<file path="config.mk">
export PLATFORM = sky130hd
export DESIGN_NAME = sobel_window_reader
export DESIGN_NICKNAME = d
export VERILOG_FILES = /design/src/rtl/sobel_window_reader.sv
export SDC_FILE = /design/constraint.sdc
export NUM_CORES = 1
export LEC_CHECK = 0
export CAP_MARGIN = 0
export CORE_AREA = 10 10 184 143
export CTS_CLUSTER_SIZE = 8
export DETAILED_ROUTE_END_ITERATION = 8
export DIE_AREA = 0 0 194 153
export SYNTH_ARGS = -nofsm -noshare
export SYNTH_HDL_FRONTEND = slang
export SYNTH_SLANG_ARGS = --single-unit
</file>
<file path="constraint.sdc">
create_clock -name clk -period 3.7 [get_ports clk]
set_input_delay 0.555 -clock clk [delete_from_list [all_inputs] [get_ports clk]]
set_output_delay 0.555 -clock clk [all_outputs]
set_load 0.1 [all_outputs]
</file>
<file path="src/rtl/sobel_window_reader.sv">
// Sliding 3x3 window over a three-row column stream, producing saturated Sobel |Gx|+|Gy|
// tagged with the window centre. Define SOBEL_THRESHOLD_EN for a binarised, 3-cycle output.
module sobel_window_reader #(
  parameter int DATA_W = 8,
  parameter int IMG_W  = 640,
  parameter int IMG_H  = 480,
  parameter int CNT_W  = 10
`ifdef SOBEL_THRESHOLD_EN
  ,
  parameter int THRESH = 128
`endif
) (
  input  logic              clk,
  input  logic              rst,
  input  logic              valid_i,
  input  logic [DATA_W-1:0] data0_i,
  input  logic [DATA_W-1:0] data1_i,
  input  logic [DATA_W-1:0] data2_i,
  output logic              valid_o,
  output logic [DATA_W-1:0] grad_o,
  output logic [CNT_W-1:0]  x_o,
  output logic [CNT_W-1:0]  y_o,
  output logic              frame_done_o
);

  localparam int SW = DATA_W + 3;

  typedef enum logic {FILL, RUN} state_e;

  function automatic logic signed [SW-1:0] ext(input logic [DATA_W-1:0] p);
    return signed'({3'b000, p});
  endfunction

  // Index 0 is the oldest (leftmost) column, index 2 the newest.
  logic [2:0][DATA_W-1:0] top_q, top_d, mid_q, mid_d, bot_q, bot_d;
  logic [CNT_W-1:0]       col_q, col_d, row_q, row_d;
  state_e                 state_q, state_d;
  logic                   col_end, row_end;

  logic                   s1_valid_q, s1_valid_d, s1_last_q, s1_last_d;
  logic signed [SW-1:0]   gx_q, gx_d, gy_q, gy_d;
  logic [CNT_W-1:0]       s1_x_q, s1_x_d, s1_y_q, s1_y_d;

  logic [SW-1:0]          gx_abs, gy_abs, mag;
  logic                   s2_valid_q, s2_valid_d, s2_done_q, s2_done_d;
  logic [DATA_W-1:0]      s2_grad_q, s2_grad_d;
  logic [CNT_W-1:0]       s2_x_q, s2_x_d, s2_y_q, s2_y_d;

`ifdef SOBEL_THRESHOLD_EN
  logic                   s3_valid_q, s3_valid_d, s3_done_q, s3_done_d;
  logic [DATA_W-1:0]      s3_grad_q, s3_grad_d;
  logic [CNT_W-1:0]       s3_x_q, s3_x_d, s3_y_q, s3_y_d;
`endif

  // NOTE: every always_comb output gets a default first, so no path can infer a latch.
  always_comb begin
    top_d   = top_q;
    mid_d   = mid_q;
    bot_d   = bot_q;
    col_d   = col_q;
    row_d   = row_q;
    state_d = state_q;
    col_end = (col_q == CNT_W'(IMG_W - 1));
    row_end = (row_q == CNT_W'(IMG_H - 3));

    if (valid_i) begin
      top_d = {data0_i, top_q[2], top_q[1]};
      mid_d = {data1_i, mid_q[2], mid_q[1]};
      bot_d = {data2_i, bot_q[2], bot_q[1]};
      col_d = col_end ? '0 : col_q + CNT_W'(1);
      if (col_end) row_d = row_end ? '0 : row_q + CNT_W'(1);
    end

    unique case (state_q)
      FILL: if (valid_i && col_q == CNT_W'(1)) state_d = RUN;
      RUN:  if (valid_i && col_end)            state_d = FILL;
      default: state_d = FILL;
    endcase

    // Stage 1 works on the post-shift window so a result lands two edges after its column.
    s1_valid_d = valid_i && (state_q == RUN);
    gx_d   = gx_q;
    gy_d   = gy_q;
    s1_x_d = s1_x_q;
    s1_y_d = s1_y_q;
    s1_last_d = s1_last_q;
    if (s1_valid_d) begin
      gx_d = (ext(top_d[2]) + (ext(mid_d[2]) <<< 1) + ext(bot_d[2]))
           - (ext(top_d[0]) + (ext(mid_d[0]) <<< 1) + ext(bot_d[0]));
      gy_d = (ext(bot_d[0]) + (ext(bot_d[1]) <<< 1) + ext(bot_d[2]))
           - (ext(top_d[0]) + (ext(top_d[1]) <<< 1) + ext(top_d[2]));
      s1_x_d    = col_q - CNT_W'(1);
      s1_y_d    = row_q + CNT_W'(1);
      s1_last_d = col_end && row_end;
    end

    gx_abs = gx_q[SW-1] ? $unsigned(-gx_q) : $unsigned(gx_q);
    gy_abs = gy_q[SW-1] ? $unsigned(-gy_q) : $unsigned(gy_q);
    mag    = gx_abs + gy_abs;
    s2_valid_d = s1_valid_q;
    s2_done_d  = s1_valid_q && s1_last_q;
    s2_grad_d  = s2_grad_q;
    s2_x_d     = s2_x_q;
    s2_y_d     = s2_y_q;
    if (s1_valid_q) begin
      s2_grad_d = (|mag[SW-1:DATA_W]) ? '1 : mag[DATA_W-1:0];
      s2_x_d    = s1_x_q;
      s2_y_d    = s1_y_q;
    end

`ifdef SOBEL_THRESHOLD_EN
    s3_valid_d = s2_valid_q;
    s3_done_d  = s2_done_q;
    s3_grad_d  = s3_grad_q;
    s3_x_d     = s3_x_q;
    s3_y_d     = s3_y_q;
    if (s2_valid_q) begin
      s3_grad_d = (int'(s2_grad_q) >= THRESH) ? '1 : '0;
      s3_x_d    = s2_x_q;
      s3_y_d    = s2_y_q;
    end
`endif
  end

  // NOTE: sequential state uses <= so every flop samples pre-edge values.
  always_ff @(posedge clk or negedge rst) begin
    if (!rst) begin
      top_q      <= '0;
      mid_q      <= '0;
      bot_q      <= '0;
      col_q      <= '0;
      row_q      <= '0;
      state_q    <= FILL;
      s1_valid_q <= 1'b0;
      s1_last_q  <= 1'b0;
      gx_q       <= '0;
      gy_q       <= '0;
      s1_x_q     <= '0;
      s1_y_q     <= '0;
      s2_valid_q <= 1'b0;
      s2_done_q  <= 1'b0;
      s2_grad_q  <= '0;
      s2_x_q     <= '0;
      s2_y_q     <= '0;
`ifdef SOBEL_THRESHOLD_EN
      s3_valid_q <= 1'b0;
      s3_done_q  <= 1'b0;
      s3_grad_q  <= '0;
      s3_x_q     <= '0;
      s3_y_q     <= '0;
`endif
    end else begin
      top_q      <= top_d;
      mid_q      <= mid_d;
      bot_q      <= bot_d;
      col_q      <= col_d;
      row_q      <= row_d;
      state_q    <= state_d;
      s1_valid_q <= s1_valid_d;
      s1_last_q  <= s1_last_d;
      gx_q       <= gx_d;
      gy_q       <= gy_d;
      s1_x_q     <= s1_x_d;
      s1_y_q     <= s1_y_d;
      s2_valid_q <= s2_valid_d;
      s2_done_q  <= s2_done_d;
      s2_grad_q  <= s2_grad_d;
      s2_x_q     <= s2_x_d;
      s2_y_q     <= s2_y_d;
`ifdef SOBEL_THRESHOLD_EN
      s3_valid_q <= s3_valid_d;
      s3_done_q  <= s3_done_d;
      s3_grad_q  <= s3_grad_d;
      s3_x_q     <= s3_x_d;
      s3_y_q     <= s3_y_d;
`endif
    end
  end

`ifdef SOBEL_THRESHOLD_EN
  assign valid_o      = s3_valid_q;
  assign grad_o       = s3_grad_q;
  assign x_o          = s3_x_q;
  assign y_o          = s3_y_q;
  assign frame_done_o = s3_done_q;
`else
  assign valid_o      = s2_valid_q;
  assign grad_o       = s2_grad_q;
  assign x_o          = s2_x_q;
  assign y_o          = s2_y_q;
  assign frame_done_o = s2_done_q;
`endif

endmodule
</file>
---- Yosys cells after proc, flatten, opt, wreduce, memory -nomap -nowiden ----
Cells that the tools add are included.
storage, ports and cells
  logic and storage cells ................. 61
  register bits ........................... 167
  input bits .............................. 27
operators by class
  reduce and logical (&&, ||, !) cells .... 7
  equal/unequal tests ..................... 3
  add/subtract/negate cells ............... 16
  bitwise gates (word level) .............. 1
  multiplexer cells ....................... 11
operators by type and width
  cell                     number
  $mux W24                 3
  $add A10 B8 Y11          4
  $add A8 B9 Y10           4
  $mux W11                 2
  $neg A11 Y11             2
  $sub A11 B11 Y11         2
  $add A10 B1 Y10 const B  2
  $mux W10                 2
  $add A11 B11 Y11         1
  $eq A10 B1 Y1 const B    1
  $eq A10 B10 Y1 const B   1
  $eq A10 B9 Y1 const B    1
  $sub A10 B1 Y10 const B  1
  $mux W8                  1
  $logic_and A1 B1 Y1      5
  $reduce_or A3 Y1         1
  $mux W1                  2
  $pmux W1 S2              1
  $reduce_and A2 Y1        1
  $not A1 Y1               1

---- Longest topological paths before layout ----
Gate-level depths: netlist of run 1.
  word-level depth ........................ 5
  depth in mapped cells ................... 18

---- Least setup slack after synthesis of run 1 ----
No wires, ideal clock.
  path type ............................... input-to-reg
  start point ............................. input port valid_i
  end point ............................... register gy_q[9]
  arrival ................................. 4.682 ns
  buffers on the path ..................... 3
  stages on the path ...................... 16
  path slack .............................. -1.078 ns
  data required time ...................... 3.605 ns
  cell sequence ........................... buf_2 buf_1 buf_2 mux2i_1 ha_1 xor2_1 fa_1 inv_1 fa_1 fa_1 nor2b_1 o21ai_0 a21boi_0 o2111ai_1 and3b_1 o31ai_1
on the way
  longest elaborated chain between the ends .. 4
  elaborated cells between the ends (all ways) .. 8
  those cells by class .................... add/sub (5); mux (2); reduce/logical (1)
ends and longest elaborated chain
  item                                       line    source
  from (decl)                                15      input logic valid_i,
  $mux W24                                   66      if (valid_i) begin
  $add A8 B9 Y10, on equally long branches   90, 91
  $add A10 B8 Y11, on equally long branches  90, 91
  $sub A11 B11 Y11                           91      - (ext(top_d[0]) + (ext(top_d[1]) <<< 1) + ext(top_d[2]));
  to (signal assigned)                       162     gy_q <= gy_d;
  to (decl)                                  41      logic signed [SW-1:0] gx_q, gx_d, gy_q, gy_d;
Parallel ways exist; a longest one is shown, timed or not.
A chain may end at the register's enable or synchronous reset.

==> summary.md, run 1 <==
| Metric | Value |
|---|---|
| Layout fillers | `just under 2000` |
| Slew Limit Fails | `0` |
| First-pass GRT wire length | `34.9 mm` |
| Leading area contributor after synthesis | `dfrtp_1` |
| Outcome | `finished with violations` |
| Routed Antenna Nets | `0` |
| EDFF count, synth | `0` |
| CP max stage cell | `fa_1` |
| RSZ-0062 raised after global routing | `true` |
| CTS tree | `done` |
| Cell count after synthesis | `a little over 900` |
| Full die area | `0.0297 mm²` |
| Net count after synthesis | `roughly 1000` |
| Input/output buffers | `56` |
| Initial Util | `0.432` |
| Cts bufs inserted | `17` |
| Distinct cell type count after synthesis | `55` |
| Pin count of the biggest net entering global routing | `76` |
| Worst setup path category | `primary input to register` |
| Synth top area cells | `dfrtp_1 (43%), fa_1 (12%), ha_1 (5.7%)` |
| Post-cts hold buffer count | `0` |
| Core ar. | `between 0.02 and 0.025 mm²` |
| FF-to-FF path depth | `14` |
| Hold Violations, Final | `0` |
| Worst reg-to-reg setup slack | `-40 ps` |
| Clk buf depth | `2` |
| DRT iter0 DRCs | `328` |
| Fmax | `263 MHz` |
| GPL Wtd Cong | `0.791` |
| Top cell type's share of synthesized area | `0.426` |
| DR vias/cell | `4.86` |
| Post-route setup slack | `-109 ps` |
| Worst slew pin tran | `1030 ps` |
| Area grow syn2layout | `28.1%` |
| Seq/Total Area, Yosys | `0.426` |
| R2r endpoint | `gx_q[9]` |
| Die W | `194 µm` |
| Routed vias | `6658` |
| DIE HEIGHT | `around 150 µm` |
| Async set-reset flop share out of synthesis | `1.00` |
| Tcrit/Tclk final | `1.03` |
| Largest stage delay on the critical path | `510 ps` |
| Max_cap viols | `0` |
| DRC | `0` |
| Worst path required time | `4050 ps` |
| Post-DP HPWL | `~15 mm` |
| Drt pass-1 iters | `4` |
| Tot GR Track Use | `0.142` |
| N_diodes | `0` |
| Root buffer cell | `clkbuf_16` |
| Final Hold Slack | `109 ps` |
| Warnings from Yosys | `0` |
| Finish-stage setup viols | `5` |
| Clock Sinks | `167` |
| Share of layout cells above drive strength 1 | `0.246` |
| Flops & latches, synth | `167` |
| Grt ovf | `0` |
| Vias in the first global route | `between 6000 and 7000` |
| WL/cell | `15.1 µm` |
| Clock latency on the worst-skew pair | `~440 ps` |
| Hold Crit Class | `primary input to async pin` |
| CP max FO | `8` |
| WP data arrival | `4160 ps` |
| Initial antenna violation count | `0` |
| Worst Setup End Kind | `register` |
| Clock transition at the registers of the reported paths | `70 ps` |
| H-tree depth | `4` |
| Post-synth top flop | `dfrtp_1` |
| CP Launch Type | `primary input` |
| Tmin final | `3810 ps` |
| Violated checks | `setup timing` |
| Relative slew slack | `0.313` |
| Family with the most delay on the worst path | `adder cells` |
| RR Startpoint | `bot_q[17]` |
| CP cell instances | `buf_16, buf_12, buf_4, mux2_4, fa_1, fa_1, inv_2, fa_2, fa_2, nor2b_4, o21ai_2, a21boi_2, buf_4, o2111ai_2, and3b_1, o31ai_2` |
| Synthesized area | `0.00980 mm²` |
| Cell Rows | `48` |
| Mapped Avg Cell Area | `10.7 µm²` |
| Number of nets in the finished design | `1187` |
| Top-Level Pins | `57` |
| Total Routed Length | `between 20 and 25 mm` |
| Clock Skew | `~10 ps` |
| WP buf/inv | `5` |
[area by class of cell]
type                            count  area (µm²)  area share
Timing Repair Buffer              157        1450       0.115
Clock buffer                       19         443      0.0353
Clock inverter                     13         160      0.0128
Tap cell                          300         375      0.0299
Multi-Input combinational cell    573        5420       0.432
Sequential cell                   167        4180       0.333
Inverter                          140         526      0.0419
[state kept, by name (all words and copies together) (netlist names)]
register,flops
bot_q,24
mid_q,24
top_q,24
gx_q,11
gy_q,11
col_q,10
row_q,10
s1_x_q,10
s1_y_q,10
x_o,10
y_o,10
grad_o,8
frame_done_o,1
s1_last_q,1
s1_valid_q,1
state_q,1
valid_o,1
[per-layer routing]
layer	track usage	up-vias	share of wire	routed length, µm
li1	-	3301	-	-
met1	0.209	3275	0.52	10700
met2	0.202	68	0.44	9010
met3	0.0361	14	0.034	707
met4	0.0314	0	0.0080	164
met5	0	-	0	0
[worst max path at each step]
stage,start,to,slack [ps],depth (start not counted)
floorplan,valid_i,gx_q[9],-410,17
global placement,valid_i,gx_q[9],-710,14
detailed placement,valid_i,gx_q[9],-760,15
CTS,mid_q[9],gx_q[9],-70,14
global route,valid_i,gx_q[9],-270,16
finish,valid_i,gy_q[9],-110,16
[Yosys cell counts, drive strengths merged, types with 3 or more instances]
master / n
nor2b: 3
nand4: 5
a21boi: 3
mux2i: 46
nand3: 9
nand2b: 5
nor2: 35
nor3: 8
nand2: 78
o41ai: 6
a211oi: 4
and3: 10
a21o: 10
dfrtp: 167
mux2: 47
a21oi: 23
fa: 59
inv: 140
xor2: 21
buf: 15
xnor2: 39
o31ai: 8
nor4: 5
and2: 3
clkbuf: 17
o21ai: 64
a31oi: 11
ha: 45
[cells in the final DEF, fill, tap and decap left out, types with 9 or more instances in the layout]
cell,n
dfrtp_1,167
inv_1,127
buf_4,88
nand2_1,77
o21ai_0,54
fa_1,54
clkdlybuf4s50_1,44
mux2_2,41
xnor2_1,38
nor2_1,35
ha_1,32
mux2i_1,29
xor2_1,20
a21oi_1,17
clkbuf_16,17
inv_2,13
ha_4,12
a31oi_1,11
mux2i_4,9
a21o_1,9
and3_1,9
nand3_1,9
[logic make-up after synthesis]
family                   after synthesis  synth area share
flip-flops                           167             0.426
buffers and inverters                172            0.0669
AO/OA/AOI/OAI                        141            0.0873
XOR/XNOR                              60            0.0544
AND/OR/NAND/NOR                      175            0.0860
multiplexers                          93             0.101
adder cells (fa/ha/maj)              104             0.178
[through the flow]
step	setup WS [ps]	util	instances	instance area [µm²]	TNS [ps]
2_1_floorplan	-412	-	912	10000	-3170
3_3_place_gp	-714	0.500	1313	11400	-8200
3_5_place_dp	-764	0.500	1313	11400	-8900
4_1_cts	-68.5	0.539	1357	12200	-152
5_1_grt	-274	0.553	1369	12600	-1290
6_report	-109	0.553	1369	12600	-321
[worst reg2reg max path, stage by stage, from the launching register on]
cell and delay [ps]:
dfrtp_1 410, mux2i_4 200, buf_6 130, fa_1 430, ha_1 310, inv_2 40
fa_1 510, ha_4 190, fa_2 380, a21o_1 210, a21oi_2 170, o21bai_2 110
a221oi_2 260, xor2_1 180, o21ai_1 70
[repair_timing]
| action | CTS | global route |
|---|---|---|
| cloned | 1 | 0 |
| endpoints found under the setup margin | 12 | 11 |
| gates resized for setup | 42 | 48 |
| buffers inserted | 11 | 13 |
| pin swaps | 34 | 43 |
Power of run 1 is not shown: default switching activity piles up to over one toggle a cycle in this logic, so the estimate is an artifact.
==> inputs of run 2 (changes only) <==
--- a/config.mk
+++ b/config.mk
@@ -6,10 +6,11 @@
 export NUM_CORES = 1
 export LEC_CHECK = 0
 export CAP_MARGIN = 0
-export CORE_AREA = 10 10 184 143
+export CORE_AREA = 4 4 178 137
 export CTS_CLUSTER_SIZE = 8
 export DETAILED_ROUTE_END_ITERATION = 8
-export DIE_AREA = 0 0 194 153
+export DIE_AREA = 0 0 182 141
+export SLEW_MARGIN = 20
 export SYNTH_ARGS = -nofsm -noshare
 export SYNTH_HDL_FRONTEND = slang
 export SYNTH_SLANG_ARGS = --single-unit
==> summary.md, run 2 (synthesis gave the netlist of run 1 again) <==
| Metric | Value |
|---|---|
| Outcome | `finished with violations` |
| Violated checks | `setup timing` |
| Number of nets in the finished design | `1171 (-1.3%)` |
| CP max FO | `2 (-6)` |
| Commonest cells after routing, fill and taps aside | `dfrtp_1 (167), inv_1 (129), nand2_1 (77)` |
| Root buffer cell | `clkbuf_16` |
| Clock transition at the registers of the reported paths | `70 ps (about the same)` |
| Fmax | `268 MHz (+2.0%)` |
| Clk buf depth | `2 (unchanged)` |
| Hold Violations, Final | `0 (unchanged)` |
| Tot GR Track Use | `0.166 (+0.0241)` |
| DRC | `0 (unchanged)` |
| Max_cap viols | `0 (unchanged)` |
| Post-route setup slack | `-33.6 ps (+75.7 ps)` |
| Post-DP HPWL | `14.5 mm (-3.3%)` |
| Routed Antenna Nets | `0 (unchanged)` |
| Cell Rows | `48 (unchanged)` |
| DR vias/cell | `4.94 (+1.6%)` |
| Core ar. | `0.0226 mm² (-0.26%)` |
| Layout fillers | `2005 (+1.2%)` |
| Tmin final | `3730 ps (-75.7 ps)` |
| Finished Layout Cells | `1353 (-1.2%)` |
| Dpl cells | `1310 (-0.23%)` |
| Pin count of the biggest net entering global routing | `88 (+16%)` |
| Cts bufs inserted | `17 (unchanged)` |
| H-tree depth | `4 (unchanged)` |
| Leading cell type in the layout, fill and taps excluded | `dfrtp_1` |
| DRT iter0 DRCs | `353 (+7.6%)` |
| Clock Skew | `9.61 ps (-0.640 ps)` |
| Finish-stage setup viols | `2 (-3)` |
| Slew Limit Fails | `0 (unchanged)` |
| Vias in the first global route | `6904 (+2.5%)` |
| RSZ-0062 raised after global routing | `true` |
| Drt pass-1 iters | `4 (unchanged)` |
| Initial antenna violation count | `0 (unchanged)` |
| Grt ovf | `0 (unchanged)` |
| WP data arrival | `4030 ps (-130 ps)` |
| CP Launch Type | `primary input` |
| Clock latency on the worst-skew pair | `440 ps (about the same)` |
| Total Routed Length | `20.4 mm (-1.0%)` |
| Share of layout cells above drive strength 1 | `0.241 (-0.00481)` |
| Final Hold Slack | `163 ps (+53.7 ps)` |
| Worst Setup End Kind | `register` |
| Worst slew pin tran | `987 ps (-40.6 ps)` |
| Tcrit/Tclk final | `1.01 (-0.0205)` |
| N_diodes | `0 (unchanged)` |
| Area grow syn2layout | `27.3%` |
| Routed vias | `6683 (+0.38%)` |
| Die W | `182 µm (-6.2%)` |
| Full die area | `0.0257 mm² (-14%)` |
| Hold Crit Class | `primary input to async pin` |
| Relative slew slack | `0.340 (+0.0271)` |
| Largest regs | `bot_q: 24 flops, mid_q: 24 flops, top_q: 24 flops` |
| GPL Wtd Cong | `0.820 (+3.7%)` |
| DIE HEIGHT | `141 µm (-7.8%)` |
| CTS tree | `done` |
| Input/output buffers | `56 (unchanged)` |
| Initial Util | `0.433 (+0.00115)` |
| Top-Level Pins | `57 (unchanged)` |
| Worst setup path category | `primary input to register` |
| First-pass GRT wire length | `34.7 mm (-0.61%)` |
| WL/cell | `15.1 µm (+0.14%)` |
| Worst path required time | `4000 ps (-50 ps)` |
| Post-cts hold buffer count | `0 (unchanged)` |
| Clock Sinks | `167 (unchanged)` |
-- run 2: cell count changes in the layout (fill, tap and decap cells not counted), sizes merged --
| cell | before | now |
|---|---|---|
| buf | 103 | 85 |
| bufinv | 2 | 0 |
| clkdlybuf4s50 | 44 | 46 |
| clkinv | 3 | 4 |
| clkinvlp | 1 | 2 |
| dlygate4sd2 | 5 | 3 |
| inv | 147 | 149 |
-- run 2: layout make-up --
class / instances / area, µm² / area share
sequential: 167 / 4180 / 0.335
multi-input combinational: 573 / 5470 / 0.439
timing repair buffer: 141 / 1340 / 0.108
clock inverter: 15 / 155 / 0.0124
clock buffer: 17 / 425 / 0.0341
tap: 300 / 375 / 0.0301
inverter: 140 / 526 / 0.0421
-- run 2: worst max-delay path, cell delays in order --
cell,delay [ps]
clkdlybuf4s50_1,510
mux2i_4,100
fa_1,490
ha_1,290
inv_1,50
fa_1,510
ha_4,200
fa_2,390
a21o_1,200
a21oi_2,150
o21bai_2,100
a221oi_2,240
xor2_1,170
o21ai_1,70
-- run 2: path summary, 6_finish.rpt --
| check | cells past startpoint | slack (ps) | endpoint | start |
|---|---|---|---|---|
| setup / recovery | 14 | -30 | gx_q[9] | data0_i[1] |
| hold / removal | 1 | 160 | grad_o[6] | rst |
| setup reg to reg | 13 | -20 | gx_q[9] | top_q[8] |
| hold reg to reg | 2 | 460 | s1_last_q | s1_last_q |
| max in group asynchronous | 2 | 2560 | mid_q[11] | rst |
| min in group clk | 2 | 430 | bot_q[19] | data2_i[3] |
-- run 2: per-layer routing --
metal / part of all wire / vias to the layer above / global-route usage / wire length [µm]
met4: 0.011 / 0 / 0.0434 / 226
met3: 0.030 / 16 / 0.0384 / 618
li1: - / 3264 / - / -
met5: 0 / - / 0 / 0
met2: 0.45 / 81 / 0.238 / 9190
met1: 0.51 / 3322 / 0.252 / 10400
-- run 2: per-stage QoR --
step	area, µm²	setup TNS [ps]	setup slack, ps	util
4_1_cts	12100	-77.4	-29.6	0.533
3_5_place_dp	11300	-8690	-752	0.500
2_1_floorplan	10000	-3170	-412	-
3_3_place_gp	11300	-7580	-642	0.500
6_report	12500	-35.4	-33.6	0.551
5_1_grt	12500	-838	-148	0.551
-- run 2: what timing repair did --
action,CTS,global route
buffers inserted,2,7
cloned,0,2
pin swaps,19,28
resized for setup,39,64
endpoints found under the setup margin,12,20
Power of run 2 is left out for the same reason.
